$ cat config.mk
export PLATFORM = sky130hd
export DESIGN_NAME = alu_arbiter
export DESIGN_NICKNAME = d
export VERILOG_FILES = /design/src/rtl/alu_arbiter.sv
export SDC_FILE = /design/constraint.sdc
export NUM_CORES = 1
export LEC_CHECK = 0
export CAP_MARGIN = 20
export CORE_MARGIN = 8
export CORE_UTILIZATION = 36
export CTS_BUF_LIST = sky130_fd_sc_hd__clkbuf_2 sky130_fd_sc_hd__clkbuf_4 sky130_fd_sc_hd__clkbuf_8
export CTS_CLUSTER_DIAMETER = 60
export CTS_CLUSTER_SIZE = 25
export DETAILED_ROUTE_END_ITERATION = 10
export GPL_ROUTABILITY_DRIVEN = 0
export PLACE_DENSITY = 0.79
export SLEW_MARGIN = 0
export SYNTH_ARGS = -nofsm -noshare
export SYNTH_HDL_FRONTEND = slang
export SYNTH_SLANG_ARGS = --single-unit
$ cat constraint.sdc
create_clock -name clk -period 3.4 [get_ports clk]
set_input_delay 0.68 -clock clk [delete_from_list [all_inputs] [get_ports clk]]
set_output_delay 0.68 -clock clk [all_outputs]
set_load 0.01 [all_outputs]
$ cat src/rtl/alu_arbiter.sv
// Two-requester arbiter in front of a single shared combinational ALU.
// Grants one request at a time, issues it for one cycle, then holds the result until the owner accepts it.
module alu_arbiter #(
    parameter int DATA_W = 32,
    parameter int OP_W   = 4
) (
    input  logic              clk,
    input  logic              reset,
    input  logic [1:0]        req_valid,
    output logic [1:0]        req_ready,
    input  logic [OP_W-1:0]   req_op0,
    input  logic [OP_W-1:0]   req_op1,
    input  logic [DATA_W-1:0] req_a0,
    input  logic [DATA_W-1:0] req_b0,
    input  logic [DATA_W-1:0] req_a1,
    input  logic [DATA_W-1:0] req_b1,
    output logic [OP_W-1:0]   alu_op,
    output logic [DATA_W-1:0] alu_a,
    output logic [DATA_W-1:0] alu_b,
    input  logic [DATA_W-1:0] alu_result,
    output logic [1:0]        resp_valid,
    input  logic [1:0]        resp_ready,
    output logic [DATA_W-1:0] resp_data,
    output logic              busy
);

    typedef enum logic [1:0] {
        S_IDLE  = 2'd0,
        S_ISSUE = 2'd1,
        S_RESP  = 2'd2
    } state_t;

    state_t            r_state;
    logic              r_owner;
    logic              r_last_grant;
    logic [1:0]        r_resp_valid;
    logic [OP_W-1:0]   r_alu_op;
    logic [DATA_W-1:0] r_alu_a;
    logic [DATA_W-1:0] r_alu_b;
    logic [DATA_W-1:0] r_resp_data;

    logic [1:0]        w_grant;
    logic              w_accept;
    logic              w_sel;

    // On a tie, the requester that did not win last time goes next.
    always_comb begin
        w_grant = 2'b00;
        case (req_valid)
            2'b01:   w_grant = 2'b01;
            2'b10:   w_grant = 2'b10;
            2'b11:   w_grant = r_last_grant ? 2'b01 : 2'b10;
            default: w_grant = 2'b00;
        endcase
    end

    assign req_ready = ((r_state == S_IDLE) && !reset) ? w_grant : 2'b00;
    assign w_accept  = |(req_valid & req_ready);
    assign w_sel     = req_ready[1];

    // The ALU operand registers double as the ALU drive, so they are zeroed outside ISSUE.
    always_ff @(posedge clk or posedge reset) begin
        if (reset) begin
            r_state      <= S_IDLE;
            r_owner      <= 1'b0;
            r_last_grant <= 1'b1;
            r_resp_valid <= 2'b00;
            r_alu_op     <= '0;
            r_alu_a      <= '0;
            r_alu_b      <= '0;
            r_resp_data  <= '0;
        end else begin
            case (r_state)
                S_IDLE: begin
                    if (w_accept) begin
                        r_state      <= S_ISSUE;
                        r_owner      <= w_sel;
                        r_last_grant <= w_sel;
                        r_alu_op     <= w_sel ? req_op1 : req_op0;
                        r_alu_a      <= w_sel ? req_a1 : req_a0;
                        r_alu_b      <= w_sel ? req_b1 : req_b0;
                    end
                end
                S_ISSUE: begin
                    r_state      <= S_RESP;
                    r_resp_data  <= alu_result;
                    r_resp_valid <= r_owner ? 2'b10 : 2'b01;
                    r_alu_op     <= '0;
                    r_alu_a      <= '0;
                    r_alu_b      <= '0;
                end
                S_RESP: begin
                    if (resp_ready[r_owner]) begin
                        r_state      <= S_IDLE;
                        r_resp_valid <= 2'b00;
                    end
                end
                default: begin
                    r_state      <= S_IDLE;
                    r_resp_valid <= 2'b00;
                end
            endcase
        end
    end

    assign alu_op     = r_alu_op;
    assign alu_a      = r_alu_a;
    assign alu_b      = r_alu_b;
    assign resp_valid = r_resp_valid;
    assign resp_data  = r_resp_data;
    assign busy       = (r_state != S_IDLE);

endmodule

Word level (Yosys, flattened, before mapping)
Cells that the tools add are included.

Output and inout port bits: 105. Word-level logic and storage cells: 47. Flip-flop bits (word level): 106.

Bitwise logic cells: 2. Muxes and demuxes: 19. Eq/ne operators: 7. Magnitude comparators: 1. Reduce and logical (&&, ||, !) cells: 10.

Operators with widths (number): $mux 32 (4); $pmux 32 s2 (2); $pmux 2 s3 (3); $mux 2 (5); $mux 4 (2); $pmux 4 s2 (1); $reduce_and 2->1 (4); $eq 2x2->1 const B (3); $eq 2x1->1 const B (2); $ne 2x2->1 const B (2); $reduce_bool 2->1 (2); $and 2x2->2 (1); $logic_not 2->1 (1); $lt 1x2->1 const B (1); $mux 1 (2); $reduce_or 2->1 (1); $logic_and 1x1->1 (1); $logic_not 1->1 (1); $not 1->1 (1).

Depth between registers and ports, before layout
Word-level depth: 7. Gate-level depth with buffers: 6. Depth with buffers taken out: 4.

Worst setup path before layout
No wires, ideal clock.

Path kind: input-to-output. Start point: input port req_valid[1]. End point: output port req_ready[1]. Stages on the path: 4. Arrival time: 1350 ps. Setup slack: 1370 ps. Cells stage by stage: a21boi_1 buf_2 buf_4 and2_1.

Longest elaborated chain between the ends: 3.

RTL lines: start, declared (line 9) `input logic [1:0] req_valid,`; $eq 2x2->1 / $eq 2x1->1 (equally long branches) (line 49) `case (req_valid)`; $pmux 2 s3 (*) (line 49); $mux 2 (*) (line 57) `assign req_ready = ((r_state == S_IDLE) && !reset) ? w_grant : 2'b00;`; end, declared (line 10) `output logic [1:0] req_ready,`.

Every way passes the cells marked *; elsewhere a longest branch is shown, timed or not.

Final worst setup path
Start point: input port reset. End point: output port req_ready[0].

Longest elaborated chain between the ends: 3.

RTL lines: start, declared (line 8) `input logic reset,`; $logic_not 1->1 (no line); $logic_and 1x1->1 (line 57); $mux 2 (line 57).

Every way passes these cells.

==> reports/summary.txt <==
syn nets - 562
fin crit share - 85.9%
post-synthesis compound-gate area fraction - 1.52%
status - completed
largest family of logic cells by synthesized area - multiplexers
Hold Fails Final Rpt - 0
Met1 Routed Length - 5940 µm
Die W - 133 µm
Worst path top cell family by delay - buffers and inverters
P&R area growth vs syn - 62.7%
most common cell in the synthesized netlist - mux2i_1
Post-synth EDFFs - 0
critical path's most frequent cell - clkdlybuf4s50_1
CTS tree - done
CORE AREA - 13700 µm²
static leakage - 3.43 nW
vias - 3952
fin cells - 843
worst reg2reg startpoint - r_state[1]
clock skew - 0.0114 ns
vias per std cell - 4.69
Setup crit start - reset
pin count of the biggest net entering global routing - 80
clk root buf - clkbuf_8
xor and xnor area share after synthesis - 0%
CTS Hold Buffers Added - 0
Die ar. - 17800 µm²
Setup violations, final - 0
met3 wire length - 1140 µm
H-tree Lvls - 3
RSZ-0062 raised after global routing - false
min-delay worst type - reg -> reg
max-slew violations - 0
first-pass GRT wire length - 24200 µm
post-CTS resize count - 0
Peak VDD IR - 0.579 mV
total congestion overflow - 0
Clk Latency, worst-skew pair - 0.36 ns
Simple-Gate Fraction of Synth Area - 6.14%
Setup TNS - 0 ns
post-synthesis area per instance - 12.8 µm²
Pre-antenna DRT Iters - 4
Bufs and invs on worst path - 2
fin worst setup slack - 0.481 ns
Mapped Cells - 388
R2R setup slack - 1.39 ns
Die H - 133 µm
DR iter-0 viols - 143
top cell type's share of synthesized area - 53.1%
Post-Place Cells - 827
Crit Path Max Fanout - 4
CP endpoint kind - output port
largest area contributor in the netlist - dfrtp_1
Slew @ Worst Pin - 0.934 ns
clk slew on worst S/H paths - 0.10 ns
top cells by count, synth - mux2i_1 (137), dfrtp_1 (105), nand2_1 (69), mux2_2 (32), buf_4 (13)
critical path's slowest cell - clkdlybuf4s50_1
vias in the first global route - 4528
flops & latches, synth - 106
post-route ant nets - 0
Seq/Total Area, Yosys - 53.6%
hold path start - resp_data[14]
Synth warnings - 0
Total GRT Usage - 17.0%
I/O pin total - 279
Antenna Diode Count - 0
Max Cap Viol - 0
Worst setup SP type - input pin
fin crit period - 2.92 ns
Mapped Area - 4950 µm²
Post-Synth Adder-Cell Area - 0%
crit path DAT - 2.24 ns
crit path kind - in -> out
achievable clock frequency - 343 MHz
Unique masters post-synth - 26
starting density of the core - 36.2%
# Post-CTS Setup Buffers - 0
CTS max path bufs - 2
Avg WL per Cell - 18.2 µm
Port Buffers - 278
mux share of post-synthesis cell area - 35.0%
Synth Flop Type - dfrtp_1
CP max stage delay - 0.55 ns
DRC viols - 0
dpl ws - 0.489 ns
CP cell instances - clkdlybuf4s50_1 -> nor3_4 -> o21ai_2 -> nor2_1 -> clkdlybuf4s50_1
initial antenna violation count - 0
Synth async-reset ratio - 100%
cts bufs inserted - 9
Final nets - 832
Synth area leaders - dfrtp_1 (53%), mux2i_1 (28%), mux2_2 (7.3%)
pwr dens - 761 nW/µm²
Slew headroom - 37.7%
Top Metal Used - met4
DRT Wirelength - 15300 µm
clock sink count - 106
met2 wire length - 8040 µm
layout cell share with drive strength beyond 1 - 9.65%
Req. time, crit path - 2.72 ns
Site Rows - 43
DP HPWL - 12200 µm
## where the power goes
group / leakage (nW) / internal [mW] / switching (mW) / total (mW)
Clock: 0.0864 / 0.272 / 0.450 / 0.722
Sequential: 1.30 / 1.90 / 0.360 / 2.26
Combinational: 2.04 / 1.83 / 1.33 / 3.16
Total: 3.43 / 4.00 / 2.14 / 6.13
## stage by stage
step	utilization [%]	total power, mW	hold slack [ns]	cell area (µm²)
floorplan	-	3.67	0.504	4950
global placement	57.7	5.38	0.489	7880
detailed placement	57.7	5.50	0.494	7880
CTS	59.0	6.24	0.517	8060
global route	59.0	6.52	0.536	8060
finish	59.0	6.13	0.514	8060
## worst reg2reg max path, delay by kind of cell, from the launching register on
kind / cells / cell delay, ns
buffers and inverters: 1 / 0.43
DFF: 1 / 0.48
muxes: 1 / 0.15
and+or+nand+nor: 2 / 0.87
## layout by cell type, fill, tap and decap left out, types with 2 or more instances in the layout
master / count
clkinv_2: 3
inv_6: 3
buf_12: 2
dfrtp_1: 105
nand2_1: 69
clkdlybuf4s50_1: 278
clkbuf_8: 9
clkinvlp_4: 3
buf_4: 5
o2bb2ai_1: 2
mux2_2: 32
mux2i_1: 137
## registers in the layout, summed over array words and instances, names as in the netlist
| register | count |
|---|---|
| resp_valid | 2 |
| alu_b | 32 |
| r_last_grant | 1 |
| resp_data | 32 |
| alu_a | 32 |
| alu_op | 4 |
| r_owner | 1 |
| r_state | 2 |
## cell type report
class	count	area (µm²)
clock inverter	7	51.3
tap	180	225
multi-input combinational	254	2130
timing repair buffer	285	2860
clock buffer	9	124
sequential	106	2650
fill	1123	5610
inverter	2	12.5
## logic make-up (layout without fill, tap and decap cells)
family	count (synthesis)	count (layout)
compound gates	10	10
mux	169	169
flops	106	106
buf+inv	28	303
simple gates	75	75
## routing by layer
layer | vias to the layer above | global-route usage, %
li1 | 1881 | -
met1 | 1911 | 18.4
met2 | 147 | 30.7
met3 | 13 | 5.80
met4 | 0 | 4.93
met5 | - | 0
## final timing paths
kind	to	cells past startpoint
min	resp_data[14]	1
min in group asynchronous	alu_a[15]	2
min reg2reg	resp_data[14]	1
max reg2reg	alu_a[6]	4
max	req_ready[0]	5
max in group asynchronous	resp_data[4]	3
(Power assumes the default switching activity.)
